<file path="src/rtl/clock_pkg.sv">
// Shared definitions for the digital clock project counters.
//   state_t  : timer FSM encoding (2 bits)
//   VAL_W    : width of every minute/second value
//   SEC_MAX  : largest second value (59)
//   clamp_val: saturates a value at a given limit
package clock_pkg;

   localparam int VAL_W   = 7;
   localparam int SEC_MAX = 59;

   typedef enum logic [1:0] {
      ST_IDLE  = 2'd0,
      ST_RUN   = 2'd1,
      ST_PAUSE = 2'd2,
      ST_DONE  = 2'd3
   } state_t;

   function automatic logic [VAL_W-1:0] clamp_val(input logic [VAL_W-1:0] val,
                                                   input logic [VAL_W-1:0] lim);
      return (val > lim) ? lim : val;
   endfunction

endpackage

</file>
<file path="src/rtl/dcnt_60.sv">
// Down counter with wrap at LIMIT (mod LIMIT+1), enable, parallel load,
// zero flag and borrow-out.
//   clk, rst (async, active-low)
//   en     : decrement by one (wraps 0 -> LIMIT)
//   ld     : load ld_val (wins over en)
//   ld_val : parallel load value
//   value  : current count, registered
//   zero   : value == 0
//   borrow : en while at zero, i.e. this decrement wraps
module dcnt_60
   import clock_pkg::*;
#(
   parameter int LIMIT = SEC_MAX
) (
   input  logic             clk,
   input  logic             rst,
   input  logic             en,
   input  logic             ld,
   input  logic [VAL_W-1:0] ld_val,
   output logic [VAL_W-1:0] value,
   output logic             zero,
   output logic             borrow
);

   localparam logic [VAL_W-1:0] LIM = VAL_W'(LIMIT);

   assign zero   = (value == '0);
   assign borrow = en && zero;

   always_ff @(posedge clk or negedge rst) begin
      if (!rst) begin
         value <= '0;
      end else if (ld) begin
         value <= ld_val;
      end else if (en) begin
         value <= zero ? LIM : (value - VAL_W'(1));
      end
   end

endmodule

</file>
<file path="src/rtl/countdown_60.sv">
// Minutes:seconds countdown timer. Loads a clamped mm:ss preset, counts it
// down once per one-second tick and flags expiry.
//   MAX_MIN             : largest loadable minute value
//   clk, rst            : clock, async active-low reset
//   tick                : one-second enable
//   load/set_min/set_sec: load preset (clamped to MAX_MIN:59)
//   start, pause        : run control pulses (priority load > pause > start)
//   min_value/sec_value : current value, registered
//   running, done       : state RUN / state DONE
//   done_pulse          : one-cycle strobe on expiry
// Optional build macro TIMER_AUTO_RELOAD_EN: on expiry reload from the preset
// and keep running instead of entering DONE.
//
// state    | meaning
// ST_IDLE  | loaded or reset, waiting for start
// ST_RUN   | counting down on tick
// ST_PAUSE | value held, waiting for start
// ST_DONE  | expired at 00:00, only load/reset leave
module countdown_60
   import clock_pkg::*;
#(
   parameter int MAX_MIN = 59
) (
   input  logic             clk,
   input  logic             rst,
   input  logic             tick,
   input  logic             load,
   input  logic [VAL_W-1:0] set_min,
   input  logic [VAL_W-1:0] set_sec,
   input  logic             start,
   input  logic             pause,
   output logic [VAL_W-1:0] min_value,
   output logic [VAL_W-1:0] sec_value,
   output logic             running,
   output logic             done,
   output logic             done_pulse
);

   localparam logic [VAL_W-1:0] MIN_LIM = VAL_W'(MAX_MIN);
   localparam logic [VAL_W-1:0] SEC_LIM = VAL_W'(SEC_MAX);

   state_t           state, state_nxt;
   logic [VAL_W-1:0] min_clamp, sec_clamp;
   logic [VAL_W-1:0] ld_min, ld_sec;
   logic             cnt_ld, cnt_en, pulse_nxt;
   logic             min_zero, sec_zero, sec_borrow, min_borrow;
   logic             expiring;

   assign min_clamp = clamp_val(set_min, MIN_LIM);
   assign sec_clamp = clamp_val(set_sec, SEC_LIM);

   // The next decrement lands on 00:00.
   assign expiring = min_zero && (sec_value == VAL_W'(1));

`ifdef TIMER_AUTO_RELOAD_EN
   logic [VAL_W-1:0] preset_min, preset_sec;

   always_ff @(posedge clk or negedge rst) begin
      if (!rst) begin
         preset_min <= '0;
         preset_sec <= '0;
      end else if (load) begin
         preset_min <= min_clamp;
         preset_sec <= sec_clamp;
      end
   end
`endif

   always_comb begin
      state_nxt = state;
      cnt_ld    = 1'b0;
      cnt_en    = 1'b0;
      pulse_nxt = 1'b0;
      ld_min    = min_clamp;
      ld_sec    = sec_clamp;
      if (load) begin
         cnt_ld    = 1'b1;
         state_nxt = ST_IDLE;
      end else begin
         case (state)
            ST_IDLE: begin
               if (start && !(min_zero && sec_zero)) state_nxt = ST_RUN;
            end
            ST_RUN: begin
               if (pause) begin
                  state_nxt = ST_PAUSE;
               end else if (tick) begin
                  if (expiring) begin
                     pulse_nxt = 1'b1;
`ifdef TIMER_AUTO_RELOAD_EN
                     if ((preset_min != '0) || (preset_sec != '0)) begin
                        cnt_ld = 1'b1;
                        ld_min = preset_min;
                        ld_sec = preset_sec;
                     end else begin
                        cnt_en    = 1'b1;
                        state_nxt = ST_DONE;
                     end
`else
                     cnt_en    = 1'b1;
                     state_nxt = ST_DONE;
`endif
                  end else begin
                     cnt_en = 1'b1;
                  end
               end
            end
            ST_PAUSE: begin
               if (start) state_nxt = ST_RUN;
            end
            default: ;
         endcase
      end
   end

   always_ff @(posedge clk or negedge rst) begin
      if (!rst) begin
         state      <= ST_IDLE;
         done_pulse <= 1'b0;
      end else begin
         state      <= state_nxt;
         done_pulse <= pulse_nxt;
      end
   end

   assign running = (state == ST_RUN);
   assign done    = (state == ST_DONE);

   // Minutes only step on a seconds borrow; the FSM never decrements 00:00,
   // so the minute counter never wraps and min_borrow stays unused logic.
   assign min_borrow = 1'b0;

   dcnt_60 #(.LIMIT(SEC_MAX)) u_sec (
      .clk    (clk),
      .rst    (rst),
      .en     (cnt_en),
      .ld     (cnt_ld),
      .ld_val (ld_sec),
      .value  (sec_value),
      .zero   (sec_zero),
      .borrow (sec_borrow)
   );

   dcnt_60 #(.LIMIT(MAX_MIN)) u_min (
      .clk    (clk),
      .rst    (rst),
      .en     (sec_borrow | min_borrow),
      .ld     (cnt_ld),
      .ld_val (ld_min),
      .value  (min_value),
      .zero   (min_zero),
      .borrow ()
   );

endmodule

</file>
<file path="config.mk">
export PLATFORM = sky130hd
export DESIGN_NAME = countdown_60
export DESIGN_NICKNAME = d
export VERILOG_FILES = /design/src/rtl/clock_pkg.sv /design/src/rtl/dcnt_60.sv /design/src/rtl/countdown_60.sv
export SDC_FILE = /design/constraint.sdc
export NUM_CORES = 1
export LEC_CHECK = 0
export BUFFER_PORTS_ARGS = -buffer_cell sky130_fd_sc_hd__buf_2
export CORE_AREA = 2 2 70 72
export CTS_BUF_LIST = sky130_fd_sc_hd__clkbuf_8
export DETAILED_ROUTE_END_ITERATION = 7
export DIE_AREA = 0 0 72 74
export HOLD_SLACK_MARGIN = 0.08
export SYNTH_ARGS = -nofsm -noshare
export SYNTH_HDL_FRONTEND = slang
export SYNTH_SLANG_ARGS = --single-unit
</file>
<file path="constraint.sdc">
create_clock -name clk -period 1.9 [get_ports clk]
set_input_delay 0.19 -clock clk [delete_from_list [all_inputs] [get_ports clk]]
set_output_delay 0.19 -clock clk [all_outputs]
set_load 0.02 [all_outputs]
</file>
### Word-level counts from Yosys, hierarchy flattened

Index checks and enable logic that the tools add are counted.
Widths: inputs -> output; s select.

| operators by class | value |
|---|---|
| eq/ne operators | 8 |
| multiplexer cells | 25 |
| $add $sub $neg | 2 |
| reduce and logical (&&, ||, !) cells | 12 |
| $lt $le $gt $ge | 2 |

Operator list:

| cell | count |
|---|---|
| $mux 7 | 8 |
| $gt 7x6->1 const B | 2 |
| $logic_not 7->1 | 2 |
| $sub 7x1->7 const B | 2 |
| $mux 2 | 6 |
| $mux 1 | 10 |
| $eq 7x1->1 const B | 1 |
| $ne 3x3->1 const B | 2 |
| $pmux 2 s3 | 1 |
| $reduce_and 5->1 | 1 |
| $eq 2x2->1 const B | 2 |
| $logic_and 1x1->1 | 4 |
| $ne 4x3->1 const B | 1 |
| $ne 4x4->1 const B | 1 |
| $reduce_bool 2->1 | 2 |
| $reduce_bool 4->1 | 1 |
| $eq 2x1->1 const B | 1 |
| $logic_not 2->1 | 1 |
| $logic_not 1->1 | 1 |

| word-level totals | value |
|---|---|
| logic and storage cells | 53 |
| bits of input ports | 20 |
| flip-flop bits (word level) | 17 |

### Depth between registers and ports, before layout

Gate-level depths: netlist of run 1.

| depth | value |
|---|---|
| depth in word-level cells | 7 |
| gate-level depth with buffers | 6 |
| depth with buffers taken out | 6 |

### By module

From an unflattened synthesis of run 1, not the netlist that was laid out.

| second synthesis, totals | value |
|---|---|
| cells, all modules | 145 |
| area total of the unflattened synthesis | 1218.7 µm² |

By module, submodules not included:

| module | times used | area an instance (µm²) | cells each |
|---|---|---|---|
| dcnt_60 | 2 | 466.7 | 54 |
| countdown_60 | 1 | 285.3 | 37 |

### Worst setup path after synthesis of run 1

No wires, ideal clock.

| timing path | value |
|---|---|
| kind | register to register |
| start | register u_min.value[0] |
| end | register done_pulse |
| cell stages (with the launch flop) | 7 |
| slack | 0.161 ns |
| path buffers | 0 |
| period minus slack after synthesis | 1.739 ns |
| arrival time | 1.634 ns |
| cell sequence | dfrtp_1 > inv_1 > ha_1 > or3b_1 > nor2_2 > nand3_1 > nor4b_1 |

| on the way | value |
|---|---|
| longest elaborated chain between the ends | 7 |

RTL lines:

| what | line | RTL |
|---|---|---|
| start: declaration | dcnt_60.sv:20 | `output logic [VAL_W-1:0] value,` |
| start signal: assignment | dcnt_60.sv:34 | `value <= ld_val;` |
| start signal: assignment | dcnt_60.sv:36 | `value <= zero ? LIM : (value - VAL_W'(1));` |
| $logic_not 7->1 | dcnt_60.sv:27 | `assign zero = (value == '0);` |
| $logic_and 1x1->1 | countdown_60.sv:53 | `assign expiring = min_zero && (sec_value == VAL_W'(1));` |
| $mux 1 | countdown_60.sv:88 | `if (expiring) begin` |
| $mux 1 | countdown_60.sv:87 | `end else if (tick) begin` |
| $mux 1 | countdown_60.sv:85 | `if (pause) begin` |
| $mux 1 | countdown_60.sv:80 | `case (state)` |
| $mux 1 | countdown_60.sv:76 | `if (load) begin` |
| named net pulse_nxt | countdown_60.sv:45 | `logic cnt_ld, cnt_en, pulse_nxt;` |
| end signal: assignment | countdown_60.sv:122 | `done_pulse <= pulse_nxt;` |
| end: declaration | countdown_60.sv:36 | `output logic done_pulse` |

The timed path passes the listed nets, and every way through them passes these cells.
A chain may end at the register's enable or synchronous reset.

### Worst setup path after layout of run 1

| timing path | value |
|---|---|
| start | register u_min.value[0] |
| end | register state[1] |

| on the way | value |
|---|---|
| longest elaborated chain between the ends | 6 |

RTL lines:

| what | line | RTL |
|---|---|---|
| $logic_not 7->1 (*) | dcnt_60.sv:27 |  |
| $logic_and 1x1->1 | countdown_60.sv:82 | `if (start && !(min_zero && sec_zero)) state_nxt = ST_RUN;` |
| $logic_not 1->1 | countdown_60.sv:82 |  |
| $logic_and 1x1->1 | countdown_60.sv:82 |  |
| $ne 3x3->1 (no line) | -- |  |
| $reduce_and 5->1 (no line) (*) | -- |  |
| end signal: assignment | countdown_60.sv:121 | `state <= state_nxt;` |
| end: declaration | countdown_60.sv:42 | `state_t state, state_nxt;` |

Mark *: on every way between the ends. The rest lies on a longest branch, timed or not.

==> results of run 1 <==
-- cells by family after synthesis --
kind of cell             share of synthesized area, %
AO/OA/AOI/OAI                                    25.1
AND/OR/NAND/NOR                                  25.1
adder cells (fa/ha/maj)                          4.59
flip-flops                                       39.0
buffers and inverters                            5.27
multiplexers                                    0.917
-- layout make-up --
class / count / share of cell area (%)
multi-input combinational: 89 / 44.1
sequential: 17 / 29.9
clock buffer: 3 / 2.90
tap: 54 / 4.75
timing repair buffer: 40 / 14.9
inverter: 12 / 3.16
clock inverter: 1 / 0.264
-- registers in the layout, summed over array words and instances (netlist names) --
register     count
u_min.value      7
u_sec.value      7
state            2
done_pulse       1
-- layout by cell type (no fill, tap or decap), types with 2 or more instances in the layout --
| cell type | instances |
|---|---|
| a211oi_1 | 3 |
| a21oi_1 | 4 |
| a311o_1 | 2 |
| a311oi_1 | 3 |
| a31oi_1 | 2 |
| a41o_1 | 2 |
| and2_1 | 2 |
| buf_2 | 36 |
| buf_4 | 3 |
| clkbuf_8 | 3 |
| dfrtp_1 | 17 |
| ha_1 | 4 |
| inv_1 | 12 |
| nand2_1 | 5 |
| nand2b_1 | 2 |
| nand3_1 | 3 |
| nand4_1 | 3 |
| nor2_1 | 12 |
| nor2b_1 | 3 |
| nor3_1 | 5 |
| nor4_1 | 4 |
| o21ai_0 | 6 |
| o22a_1 | 2 |
| or2_2 | 2 |
-- worst min-delay path by stage --
stage,start,end
3_5_place_dp,rst,u_min.value[3]$_DFFE_PN0P_
3_3_place_gp,rst,u_min.value[3]$_DFFE_PN0P_
2_1_floorplan,rst,done_pulse$_DFF_PN0_
5_1_grt,pause,done_pulse$_DFF_PN0_
6_report,pause,done_pulse$_DFF_PN0_
4_1_cts,pause,done_pulse$_DFF_PN0_
-- per-stage QoR --
step	total power [mW]	worst slack [ps]
final	0.895	131
after global routing	0.940	30.2
after CTS	0.898	90.1
after detailed placement	0.621	103
after global placement	0.619	157
after floorplan	0.535	161
-- metal layers --
metal | track usage [%] | routed length, µm
met4 | 3.14 | 21
met5 | 0 | 0
met3 | 3.52 | 167
met2 | 19.4 | 1300
met1 | 16.0 | 1380
-- power by group --
group	switching (mW)	internal, mW
Clock	0.134	0.144
Combinational	0.115	0.0816
Sequential	0.0356	0.385
Total	0.284	0.611
-- worst max-delay path, stage by stage, from the launching register on --
cell	delay [ps]
dfrtp_1	390
inv_1	100
ha_1	210
or3b_4	420
nor2_4	130
nand3_1	150
a311oi_2	290
-- repair_timing --
item	CTS	global route
resized for setup	0	4
hold buffers	1	0
setup endpoints to repair	0	2
hold endpoints to repair	17	0
==> results by group, run 1 <==
Status
  – Outcome: completed

Power
  – Peak supply drop: about 0.40 mV
  – Leak: between 0.6 and 0.7 nW
  – Power density over the cells: 628 mW/mm²

Setup path
  – RR Endpoint: state[1]$_DFFE_PN0P_
  – Crit path from: u_min.value[0]$_DFFE_PN0P_
  – R2R setup slack: 130 ps
  – Critical Path Sink: state[1]$_DFFE_PN0P_
  – Worst-case reg-to-reg path depth: 6
  – WS Path Type: flip-flop to flip-flop
  – Crit path required time: 2060 ps
  – Critical Path Start Type: flip-flop
  – Setup crit end kind: flip-flop
  – Worst flop-to-flop path startpoint: u_min.value[0]$_DFFE_PN0P_
  – Max FO, Critical Path: 4
  – WP data arrival: 1930 ps

Drt
  – # DRC: 0
  – Vias after detailed routing: 1091
  – Vias/cell: 5.05
  – DRT iter0 DRCs: 74
  – Router iterations before antenna repair: 4
  – Drt wl/cell: around 13 µm
  – Routed Wire Length: approximately 2900 µm
  – Final ANT Viol Nets: 0

Cells and area
  – Layout cells sized above 1: 31.5%
  – Final-stage net count: 187
  – Diodes inserted: 0
  – Syn-to-layout area delta: 30.5%
  – Fillers: 482
  – Non-filler cells, final: 216
  – FF/Latch Area: 425 µm²
  – Design area: 0.00142 mm²
  – Fin util: 31.0%
  – Multi-input logic area: 628 µm²

CTS
  – Setup Buffers After CTS: 0
  – CTS Sinks: 17
  – Clock buffer depth: 2
  – Clk_lat worst skew: around 250 ps
  – CTS tree: built
  – CTS Root Buffer Type: clkbuf_8
  – Clock-pin slew on the worst setup and hold paths: 70 ps
  – H-tree Lvls: 1
  – CTS Buf Count: 3

Logic synthesis
  – FF+latch count, synth: 17
  – Post-Syn Area: 0.00109 mm²
  – Post-synth top cells: 17 x dfrtp_1, 12 x nor2_1, 11 x inv_1, 6 x o21ai_0
  – Synth top area share: around 39%
  – Synth Instances: 121
  – Most common cell in the netlist: dfrtp_1
  – Post-synth EDFFs: 0
  – Primary FF master, synth: dfrtp_1
  – Synth cell types: 43
  – Yosys warns: 0
  – Cell taking the most area after synthesis: dfrtp_1
  – Register area share after synthesis: 39.0%
  – Async set or reset register ratio after synthesis: 100%
  – Syn_nets: about 150
  – Top cells by area, synth: dfrtp_1 39%, ha_1 4.6%, nor2_1 4.1%, inv_1 3.8%, a311oi_1 3.2%
  – Avg Inst Size Synth: roughly 9 µm²

Placed design
  – Routability Congestion: 0.806
  – Placed cell count: 211
  – Post-detail-place hpwl: 2220 µm
  – I/O Buffers: 36
  – Placed cell areas: 0.00135 mm²

STA
  – Unrepaired setup endpoints after global routing: no
  – Fin Setup TNS: 0 ps
  – Final count of hold timing violations: 0
  – Minimum clock period: 1770 ps
  – Worst-margin pin slew: around 420 ps
  – Final period utilization: 93.1%
  – Skew final: 2.28 ps
  – Relative slew slack: 72.1%
  – Final Slew Violations: 0
  – Endpoints failing setup: 0
  – Worst hold slack: 134 ps
  – FMAX: 565 MHz

GRT
  – Via count of the first global-routing pass: 1061
  – Antenna violations before repair: 0
  – First-pass GRT wire length: between 5000 and 6000 µm
  – Largest net degree at the start of global routing: 18
  – Total gr overflow: 0
  – Global Route Usage Sum: 12.1%

Die
  – FP Rows: 25
  – Ports: 37
  – Die Area: 0.00533 mm²
  – Die width: 72 µm
  – Core Region: 0.00460 mm²
  – Die height: 74 µm
  – Initial Util: 23.7%

Job
  – Max-Cap Viols: 0

Worst hold path
  – Hold depth: 2
  – Min-Delay Path Class: input port to flip-flop
Note: power is estimated with default switching activity, not from simulation.
==> run 2, diff against run 1 <==
==> constraint.sdc (replaced) <==
create_clock -name clk -period 1.6 [get_ports clk]
set_input_delay 0.16 -clock clk [delete_from_list [all_inputs] [get_ports clk]]
set_output_delay 0.16 -clock clk [all_outputs]
set_load 0.02 [all_outputs]
==> run 2 against run 1 <==
Net effect: the run now ends with setup timing left; first-iteration DRC count is 22% lower; non-clock buffer count rose by 21; count of clock-buffer cells in the layout stayed put; total power grew 28%; final area up 17%; sequential power grew 15%.
==> results by group, run 2 (synthesis results as in run 1) <==
STA
  – Setup ws final: -27.7 ps
  – Skew final: 3.10 ps
  – FMAX: between 600 and 700 MHz
  – Endpoints failing setup: 3
  – Relative slew slack: a little over 70%
  – Final count of hold timing violations: 0
  – Worst-margin pin slew: 408 ps
  – Unrepaired setup endpoints after global routing: yes
  – Final Slew Violations: 0
  – Minimum clock period: 1630 ps
  – Worst hold slack: 99.9 ps
  – Final period utilization: 102%

Die
  – Die Area: 0.00533 mm²
  – Die height: 74 µm
  – Core Region: 0.00460 mm²
  – Initial Util: a little under a quarter
  – FP Rows: 25
  – Die width: 72 µm
  – Ports: 37

Placed design
  – Placed cell count: 228
  – I/O Buffers: 36
  – Worst slack, placed: -44.2 ps
  – Post-detail-place hpwl: 2510 µm
  – Routability Congestion: between 0.7 and 0.8
  – Placed cell areas: 0.00150 mm²

Setup path
  – Crit path required time: 1740 ps
  – Worst-case reg-to-reg path depth: 6
  – Critical Path Start Type: flip-flop
  – Worst flop-to-flop path startpoint: u_min.value[0]$_DFFE_PN0P_
  – Max FO, Critical Path: 4
  – Critical Path Sink: u_min.value[2]$_DFFE_PN0P_
  – Setup crit end kind: flip-flop
  – R2R setup slack: -30 ps
  – Crit path from: u_min.value[0]$_DFFE_PN0P_
  – RR Endpoint: u_min.value[2]$_DFFE_PN0P_
  – WP data arrival: roughly 1800 ps
  – WS Path Type: flip-flop to flip-flop

Cells and area
  – Layout cells sized above 1: 50.3%
  – Diodes inserted: 0
  – Non-filler cells, final: 237
  – Design area: 0.00166 mm²
  – Final-stage net count: 208
  – FF/Latch Area: 430 µm²
  – Fillers: 487
  – Fin util: 36.1%
  – Largest registers: u_min.value (7), u_sec.value (7), state (2)
  – Most frequent cells in the layout: 36 x buf_2, 23 x buf_4, 13 x dfrtp_1
  – Syn-to-layout area delta: 52.3%
  – Most common cell after layout, fill and taps aside: buf_2
  – Multi-input logic area: 698 µm²

Drt
  – Drt wl/cell: 14.0 µm
  – Vias/cell: approximately 5.0
  – Vias after detailed routing: 1195
  – Final ANT Viol Nets: 0
  – Routed Wire Length: around 3300 µm
  – DRT iter0 DRCs: 58
  – # DRC: 0
  – Router iterations before antenna repair: 4

Worst hold path
  – Min-Delay Path Class: input port to flip-flop
  – Hold depth: 2

GRT
  – Grt met1 use: approximately 16%
  – Grt met2 use: 22.2%
  – First-pass GRT wire length: 5320 µm
  – Global Route Usage Sum: 12.6%
  – Largest net degree at the start of global routing: 18
  – Total gr overflow: 0
  – Via count of the first global-routing pass: 1186
  – GRT met3 Usage: between 3 and 4%
  – Antenna violations before repair: 0
  – Most Crowded Layer GR: met2

CTS
  – CTS Root Buffer Type: clkbuf_8
  – CTS Buf Count: 3
  – Clock-pin slew on the worst setup and hold paths: 70 ps
  – H-tree Lvls: 1
  – Clock buffer depth: 2
  – CTS tree: built
  – CTS Sinks: 17
  – Clk_lat worst skew: roughly 250 ps

Job
  – Max-Cap Viols: 0

Power
  – Power density over the cells: 687 mW/mm²
  – Peak supply drop: 0.303 mV
  – Leak: 0.732 nW

Status
  – Failing checks: setup timing
  – Outcome: finished, violations left
run 2: changes by cell type in the layout (fill, tap and decap cells not counted), moves of 2 or more:
cell,before,now
ha_4,0,2
nor4_1,4,2
inv_1,12,7
dfrtp_2,0,4
dfrtp_1,17,13
nor4_2,0,2
ha_1,4,2
inv_2,0,4
buf_4,3,23
run 2: how the worst min path moves through the flow:
stage	startpoint	endpoint	slack (ps)
2_1_floorplan	rst	done_pulse$_DFF_PN0_	-140
3_3_place_gp	rst	u_min.value[3]$_DFFE_PN0P_	110
3_5_place_dp	rst	u_min.value[4]$_DFFE_PN0P_	110
4_1_cts	pause	done_pulse$_DFF_PN0_	100
5_1_grt	pause	done_pulse$_DFF_PN0_	100
6_report	pause	done_pulse$_DFF_PN0_	100
run 2: routing by layer:
metal / wire length, µm / part of all wire, % / vias to the layer above
li1: - / - / 589
met1: 1470 / 44 / 570
met2: 1670 / 50 / 34
met3: 181 / 5.4 / 2
met4: 11 / 0.33 / 0
met5: 0 / 0 / -
run 2: worst max-delay path, stage by stage (launching register included):
cell	delay [ps]
dfrtp_2	410
inv_2	70
ha_4	130
or3b_4	400
nor2_4	160
nor4_2	60
a311o_1	280
run 2: power breakdown:
group | internal (mW) | switching, mW
Combinational | 0.149 | 0.178
Clock | 0.173 | 0.159
Sequential | 0.459 | 0.0235
Total | 0.782 | 0.361
run 2: area by class of cell:
| cell class | count | area share, % |
|---|---|---|
| multi-input cells | 89 | 42.0 |
| flip-flops and latches | 17 | 25.9 |
| repair buffers | 61 | 22.5 |
| well taps | 54 | 4.07 |
| inverters | 12 | 2.71 |
| clock buffers | 3 | 2.48 |
| clock inverters | 1 | 0.301 |
run 2: repair_timing:
action	CTS	global route
setup buffers	1	3
endpoints found under the setup margin	3	14
endpoints found under the hold margin	17	0
hold buffers	1	0
resized for setup	2	15
pin swaps	1	8
run 2: metrics by stage:
step	setup TNS [ps]	power [mW]
2_1_floorplan	-36.8	0.643
3_3_place_gp	-75.5	0.789
3_5_place_dp	-77.5	0.793
4_1_cts	-33.3	1.14
5_1_grt	-478	1.21
6_report	-46.7	1.14
